`src/rtl/ucsbece154b_branch_predictor.sv`:
```
// GShare direction predictor paired with a direct-mapped BTB for the fetch stage.
// Lookups are purely combinational; training comes from execute-stage resolution.
module ucsbece154b_branch_predictor #(
    parameter int NUM_BTB_ENTRIES = 32,
    parameter int NUM_GHR_BITS    = 5
) (
    input  logic                    clk,
    input  logic                    reset,

    input  logic [31:0]             PCF_i,
    output logic                    BranchTaken_o,
    output logic [31:0]             BTBtarget_o,
    output logic [NUM_GHR_BITS-1:0] PHTindex_o,

    input  logic [31:0]             PCE_i,
    input  logic                    BranchE_i,
    input  logic                    JalE_i,
    input  logic                    PCSrcE_i,
    input  logic [31:0]             BranchTargetE_i,
    input  logic [NUM_GHR_BITS-1:0] PHTindexE_i
);

    localparam int IDXB        = $clog2(NUM_BTB_ENTRIES);
    localparam int TAGW        = 30 - IDXB;
    localparam int PHT_ENTRIES = 1 << NUM_GHR_BITS;

    logic [NUM_GHR_BITS-1:0]    ghr_q, ghr_d;
    logic [1:0]                 pht_q    [PHT_ENTRIES];
    logic [1:0]                 pht_d    [PHT_ENTRIES];
    logic [NUM_BTB_ENTRIES-1:0] valid_q, valid_d;
    logic [NUM_BTB_ENTRIES-1:0] j_q, j_d;
    logic [TAGW-1:0]            tag_q    [NUM_BTB_ENTRIES];
    logic [TAGW-1:0]            tag_d    [NUM_BTB_ENTRIES];
    logic [31:0]                target_q [NUM_BTB_ENTRIES];
    logic [31:0]                target_d [NUM_BTB_ENTRIES];

    logic [IDXB-1:0] f_idx;
    logic [TAGW-1:0] f_tag;
    logic            f_hit;
    logic [IDXB-1:0] e_idx;
    logic [TAGW-1:0] e_tag;
    logic [1:0]      pht_cur;

    // Byte-offset bits of word-aligned PCs carry no information.
    logic unused_pc_bits;
    assign unused_pc_bits = ^{PCF_i[1:0], PCE_i[1:0]};

    assign f_idx = PCF_i[IDXB+1:2];
    assign f_tag = PCF_i[31:IDXB+2];
    assign f_hit = valid_q[f_idx] && (tag_q[f_idx] == f_tag);

    assign PHTindex_o    = PCF_i[NUM_GHR_BITS+1:2] ^ ghr_q;
    assign BranchTaken_o = f_hit && (j_q[f_idx] || pht_q[PHTindex_o][1]);
    assign BTBtarget_o   = target_q[f_idx];

    assign e_idx   = PCE_i[IDXB+1:2];
    assign e_tag   = PCE_i[31:IDXB+2];
    assign pht_cur = pht_q[PHTindexE_i];

    always_comb begin
        ghr_d    = ghr_q;
        pht_d    = pht_q;
        valid_d  = valid_q;
        j_d      = j_q;
        tag_d    = tag_q;
        target_d = target_q;

        if (BranchE_i || JalE_i) begin
            valid_d[e_idx]  = 1'b1;
            tag_d[e_idx]    = e_tag;
            target_d[e_idx] = BranchTargetE_i;
            j_d[e_idx]      = JalE_i;
        end

        // Saturating 2-bit counter; history shifts only for conditional branches.
        if (BranchE_i) begin
            if (PCSrcE_i && (pht_cur != 2'b11)) begin
                pht_d[PHTindexE_i] = pht_cur + 2'd1;
            end else if (!PCSrcE_i && (pht_cur != 2'b00)) begin
                pht_d[PHTindexE_i] = pht_cur - 2'd1;
            end
            ghr_d = {ghr_q[NUM_GHR_BITS-2:0], PCSrcE_i};
        end
    end

    always_ff @(posedge clk) begin
        if (reset) begin
            ghr_q   <= '0;
            valid_q <= '0;
            for (int i = 0; i < PHT_ENTRIES; i++) begin
                pht_q[i] <= 2'b01;
            end
        end else begin
            ghr_q   <= ghr_d;
            valid_q <= valid_d;
            pht_q   <= pht_d;
        end
    end

    // Payload fields are qualified by valid, so they need no reset value.
    always_ff @(posedge clk) begin
        if (!reset) begin
            j_q      <= j_d;
            tag_q    <= tag_d;
            target_q <= target_d;
        end
    end

endmodule

```
`config.mk`:
```
export PLATFORM = sky130hd
export DESIGN_NAME = ucsbece154b_branch_predictor
export DESIGN_NICKNAME = d
export VERILOG_FILES = /design/src/rtl/ucsbece154b_branch_predictor.sv
export SDC_FILE = /design/constraint.sdc
export NUM_CORES = 2
export LEC_CHECK = 0
export CAP_MARGIN = 40
export CORE_MARGIN = 4
export CORE_UTILIZATION = 56
export DETAILED_ROUTE_END_ITERATION = 7
export PLACE_DENSITY = 0.76
export SLEW_MARGIN = 20
export SYNTH_ARGS = -nofsm -noshare
export SYNTH_HDL_FRONTEND = slang
export SYNTH_SLANG_ARGS = --single-unit
```
`constraint.sdc`:
```
create_clock -name clk -period 4.8 [get_ports clk]
set_clock_uncertainty 0.05 [all_clocks]
set_input_delay 0.48 -clock clk [delete_from_list [all_inputs] [get_ports clk]]
set_output_delay 0.48 -clock clk [all_outputs]
set_load 0.02 [all_outputs]
```
Word-level counts from Yosys, hierarchy flattened
Cells that the tools add are included.
{"block": "word_totals", "reg_bits": 1957, "in_bits": 106, "out_inout_bits": 38}
{"block": "op_classes", "n_addsub": 2, "n_lt_le_gt_ge": 9, "n_eq_ne": 2, "n_mux": 31, "bitwise": 7, "reduce_logical": 14}
{"cell": "$bwmux W1024", "count": 1}
{"cell": "$bwmux W800", "count": 1}
{"cell": "$bmux W32 S5", "count": 1}
{"cell": "$demux W32 S5", "count": 1}
{"cell": "$bwmux W64", "count": 2}
{"cell": "$mux W64", "count": 2}
{"cell": "$bmux W25 S5", "count": 1}
{"cell": "$demux W25 S5", "count": 1}
{"cell": "$mux W32", "count": 3}
{"cell": "$mux W25", "count": 3}
{"cell": "$bwmux W32", "count": 1}
{"cell": "$or A32 B32 Y32", "count": 1}
{"cell": "$eq A25 B25 Y1", "count": 1}
{"cell": "$ge A6 B6 Y1 const B", "count": 4}
{"cell": "$not A5 Y6", "count": 4}
{"cell": "$bmux W2 S5", "count": 2}
{"cell": "$lt A5 B6 Y1 const B", "count": 2}
{"cell": "$lt A6 B1 Y1 const B", "count": 2}
{"cell": "$bmux W1 S5", "count": 2}
{"cell": "$demux W2 S5", "count": 1}
{"cell": "$mux W2", "count": 5}
{"cell": "$logic_and A1 B1 Y1", "count": 7}
{"cell": "$demux W1 S5", "count": 1}
{"cell": "$ge A5 B1 Y1 const B", "count": 1}
{"cell": "10 further kinds", "count": 15}

Logic depth before layout (Yosys ltp)
{"block": "depth", "depth_word": 8, "depth_mapped": 17}

Worst setup path before layout
OpenSTA, ideal clock, no wires.
{"block": "synth_path", "path_kind": "input port to flip-flop", "start": "input port BranchE_i", "end": "register j_q[28], enable pin", "setup_time_ps": 474, "arrival_time_ps": 4092, "t_required_ps": 4276, "setup_slack_ps": 183, "stages": 6, "n_path_buf": 3, "cell_sequence": "clkbuf_1 -> nor2_1 -> or4_1 -> clkbuf_1 -> clkbuf_1 -> nor2_1"}
{"block": "synth_between", "elab_chain_len": 2}
{"item": "start, declared", "line_no": "16", "text": "input logic BranchE_i,"}
{"item": "$logic_or A1 B1 Y1", "line_no": "68", "text": "if (BranchE_i || JalE_i) begin"}
{"item": "$reduce_and A2 Y1 (no line)"}
{"item": "end signal, assigned", "line_no": "103", "text": "j_q <= j_d;"}
{"item": "end, declared", "line_no": "31", "text": "logic [NUM_BTB_ENTRIES-1:0] j_q, j_d;"}
Every way passes these cells.
A chain may end at the register's enable or synchronous reset.

Worst setup path after layout
{"block": "layout_path", "start": "input port PCF_i[3]", "end": "output port BranchTaken_o"}
{"block": "layout_between", "elab_chain_len": 7}
{"item": "start, declared", "line_no": "10", "text": "input logic [31:0] PCF_i,"}
{"item": "$not A5 Y6 (not written as such) or $xor A5 B5 Y5 (tied branches)", "line_no": "50, 52"}
{"item": "$bmux W25 S5 or $not A5 Y6 (tied branches)", "line_no": "50, 53"}
{"item": "$mux W25 (not written as such) or $bmux W2 S5 (tied branches)", "line_no": "50, 53"}
{"item": "$mux W25 (not written as such) or $mux W2 (tied branches)", "line_no": "50, 53"}
{"item": "$eq A25 B25 Y1 or $mux W2 (tied branches)", "line_no": "50, 53"}
{"item": "$logic_and A1 B1 Y1 or $logic_or A1 B1 Y1 (tied branches)", "line_no": "50, 53"}
{"item": "$logic_and A1 B1 Y1 *", "line_no": "53", "text": "assign BranchTaken_o = f_hit && (j_q[f_idx] || pht_q[PHTindex_o][1]);"}
{"item": "end, declared", "line_no": "11", "text": "output logic BranchTaken_o,"}
Mark *: on every way between the ends. The rest lies on a longest branch, timed or not. The select of a mux whose other input is x is not followed.

==> impl_results.md <==
* Root Driver: clkbuf_16
* Min cycle time layout at 4.56 ns
* Tightest Pin Transition at 0.877 ns
* Period utilisation layout at 0.950
* CTS Hold Bufs at 0
* Share of the synthesized area in the top cell type at 0.737
* Fmax at 0.219 GHz
* DRC at 0
* Critical path class: input pin to primary output
* Drt pass-1 iters at 7
* Hold Slack at 0.170 ns
* Layout cell share with drive strength beyond 1 at 0.274
* Synth Area in Simple Gates at 0.0230
* Pre-CTS WS at -0.129 ns
* Pwr Total at 0.0346 W
* Clock Sinks at 1957
* Die Span X at 376 um
* Vias in the first global route at 39000
* Post-synthesis cell type count at 60
* Synth Flop Type: edfxtp_1
* Worst-path clk slew at 0.06 ns
* Largest family of logic cells by synthesized area: multiplexers
* Post-Layout Cell Count at 5774
* Initial antenna violation count at 10
* Remaining Overflow, GRT at 0
* CP Launch Type: input pin
* Commonest non-fill, non-tap cell in the layout: edfxtp_1
* Synth top area cells: edfxtp_1 74%, mux4_2 16%, dfxtp_1 2.7%
* Post-route ant nets at 0
* PD cells at 396 nW/um^2
* Worst path required time at 4.27 ns
* Worst Setup End Kind: primary output
* Worst reg2reg path depth at 10
* Final WS setup at 0.242 ns
* Post-synth EDFFs at 1856
* Mux cell area share after synthesis at 0.175
* Critical Path AT at 4.03 ns
* Starting density of the core at 0.565
* Leak Pwr at 27.6 nW
* Final slew viol count at 0
* Initial detailed-routing violation count at 5995
* Skew-Pair Late Insertion Delay at 0.81 ns
* WHS Path Cells at 3
* Ys Warns at 0
* Fin area at 87400 um^2
* GPL Wtd Cong at 0.790
* Final setup violation count at 0
* First-pass GRT wire length at 278000 um
* Rows at 134
* Leading area contributor after synthesis: edfxtp_1
* Syn Area/Cell at 21.8 um^2
* Bufs on Longest Clock Path at 3
* Num CTS Buffers at 186
* Routed len/inst at 33.3 um
* Status: completed
* Die area at 141000 um^2
* CTS HTree Levels at 4
* Post-synth ARST share at 0
* Min-Delay Path Class: input pin to flop
* Adder-cell share of the synthesized area at 0.000331
* # Post-CTS Setup Buffers at 0
* Commonest cells after routing, fill and taps aside: 1856 x edfxtp_1, 548 x mux4_2, 216 x nand2_1
* RSZ-0062 raised after global routing: no
* Via total after detailed routing at 38900
* Post-synthesis compound-gate area fraction at 0.0193
* CTS tree: built
* Max Cap Viol at 0
* Area Overhead vs Synth at 15.6%
* Final hold violations at 0
* Post-DP HPWL at 100000 um
* Via-to-Cell Ratio at 6.73
* Die outline height at 376 um
* Xor/xnor share of the synthesized area at 0.00382
* Core ar. at 134000 um^2
* Post-DP Area at 81300 um^2
* Yosys reg bits at 1957
* Post-synthesis sequential area ratio at 0.764
* PortBufs at 139
* Total Wirelength at 193000 um
* Worst vdd ir at 0.000304 V
* Mapped cell area at 75600 um^2
* Post-synthesis cell count at 3476
* Cts repair resizes at 4
* Relative slew slack at 0.416
* Placed cells at 5408
* Total Routing Usage GR at 0.275
* Largest net degree at the start of global routing at 60
* Syn nets at 3584
* CP Max Fanout at 20
* Fin nets at 3972
* # IOs at 144
==> per-layer routing <==
| metal | global-route usage | wire length [um] |
|---|---|---|
| met2 | 0.445 | 96300 |
| met3 | 0.0555 | 20500 |
| met4 | 0.0902 | 6170 |
| met5 | 0 | 7 |
| met1 | 0.382 | 69500 |
==> worst max-delay path: stages <==
cell,delay [ns]
buf_8,0.22
buf_12,0.25
buf_12,0.21
mux4_2,0.52
mux4_2,0.47
mux2i_1,0.17
xor2_1,0.20
nand4_1,0.42
buf_4,0.30
nor4_2,0.30
dlygate4sd2_1,0.39
==> area by class of cell <==
cell class                      count  area (um^2)
Multi-Input combinational cell   1275        17000
Inverter                           44          168
Sequential cell                  1957        57800
Clock buffer                      245         4920
Tap cell                         1768         2210
Clock inverter                     76          676
Fill cell                        8246        46400
Timing Repair Buffer              400         4680
Antenna cell                        9         22.5
==> registers in the layout, indices dropped and copies added (netlist names), named ones only <==
name      cells
target_q   1024
tag_q       800
j_q          32
pht_q        32
valid_q      32
ghr_q         5
==> synthesized netlist by cell type (4+ instances only) <==
| cell | number |
|---|---|
| edfxtp_1 | 1856 |
| mux4_2 | 548 |
| nand2_1 | 216 |
| dfxtp_1 | 101 |
| nor2_1 | 89 |
| clkbuf_1 | 86 |
| mux2i_1 | 79 |
| buf_2 | 61 |
| nand3_1 | 44 |
| inv_1 | 43 |
| o22ai_1 | 41 |
| a21oi_1 | 38 |
| a211o_1 | 32 |
| a22oi_1 | 27 |
| buf_4 | 24 |
| buf_1 | 18 |
| xor2_1 | 15 |
| a32oi_1 | 13 |
| xnor2_1 | 13 |
| buf_6 | 10 |
| o211ai_1 | 10 |
| o21ai_0 | 9 |
| o21ai_1 | 8 |
| nor2b_1 | 7 |
| nor4_1 | 7 |
| a221oi_1 | 6 |
| mux2_2 | 6 |
| nand3b_1 | 5 |
| nand4_1 | 5 |
| nor3b_1 | 5 |
| a211oi_1 | 4 |
| o2111ai_1 | 4 |
==> report_power, final <==
group | internal (W) | switching [W]
clock network | 0.00744 | 0.00622
logic | 0.000896 | 0.00114
registers | 0.0188 | 0.0000500
==> stage by stage <==
step	utilization	TNS, ns
5_1_grt	0.653	0
3_5_place_dp	0.607	-0.129
2_1_floorplan	-	0
6_report	0.653	0
3_3_place_gp	0.604	-0.406
4_1_cts	0.649	0
==> final timing paths <==
check            from             to  slack, ns
min reg2reg      flop           flop       0.41
min             reset    valid_q[12]       0.17
max          PCF_i[3]  BranchTaken_o       0.24
max reg2reg      flop           flop       1.57
==> cells by family after synthesis <==
kind of cell | Yosys count
flops | 1957
fa+ha+maj | 2
compound gates | 207
mux | 634
simple gates | 402
buf+inv | 244
xor+xnor | 30
No activity file was read; power rests on OpenSTA's default activity.
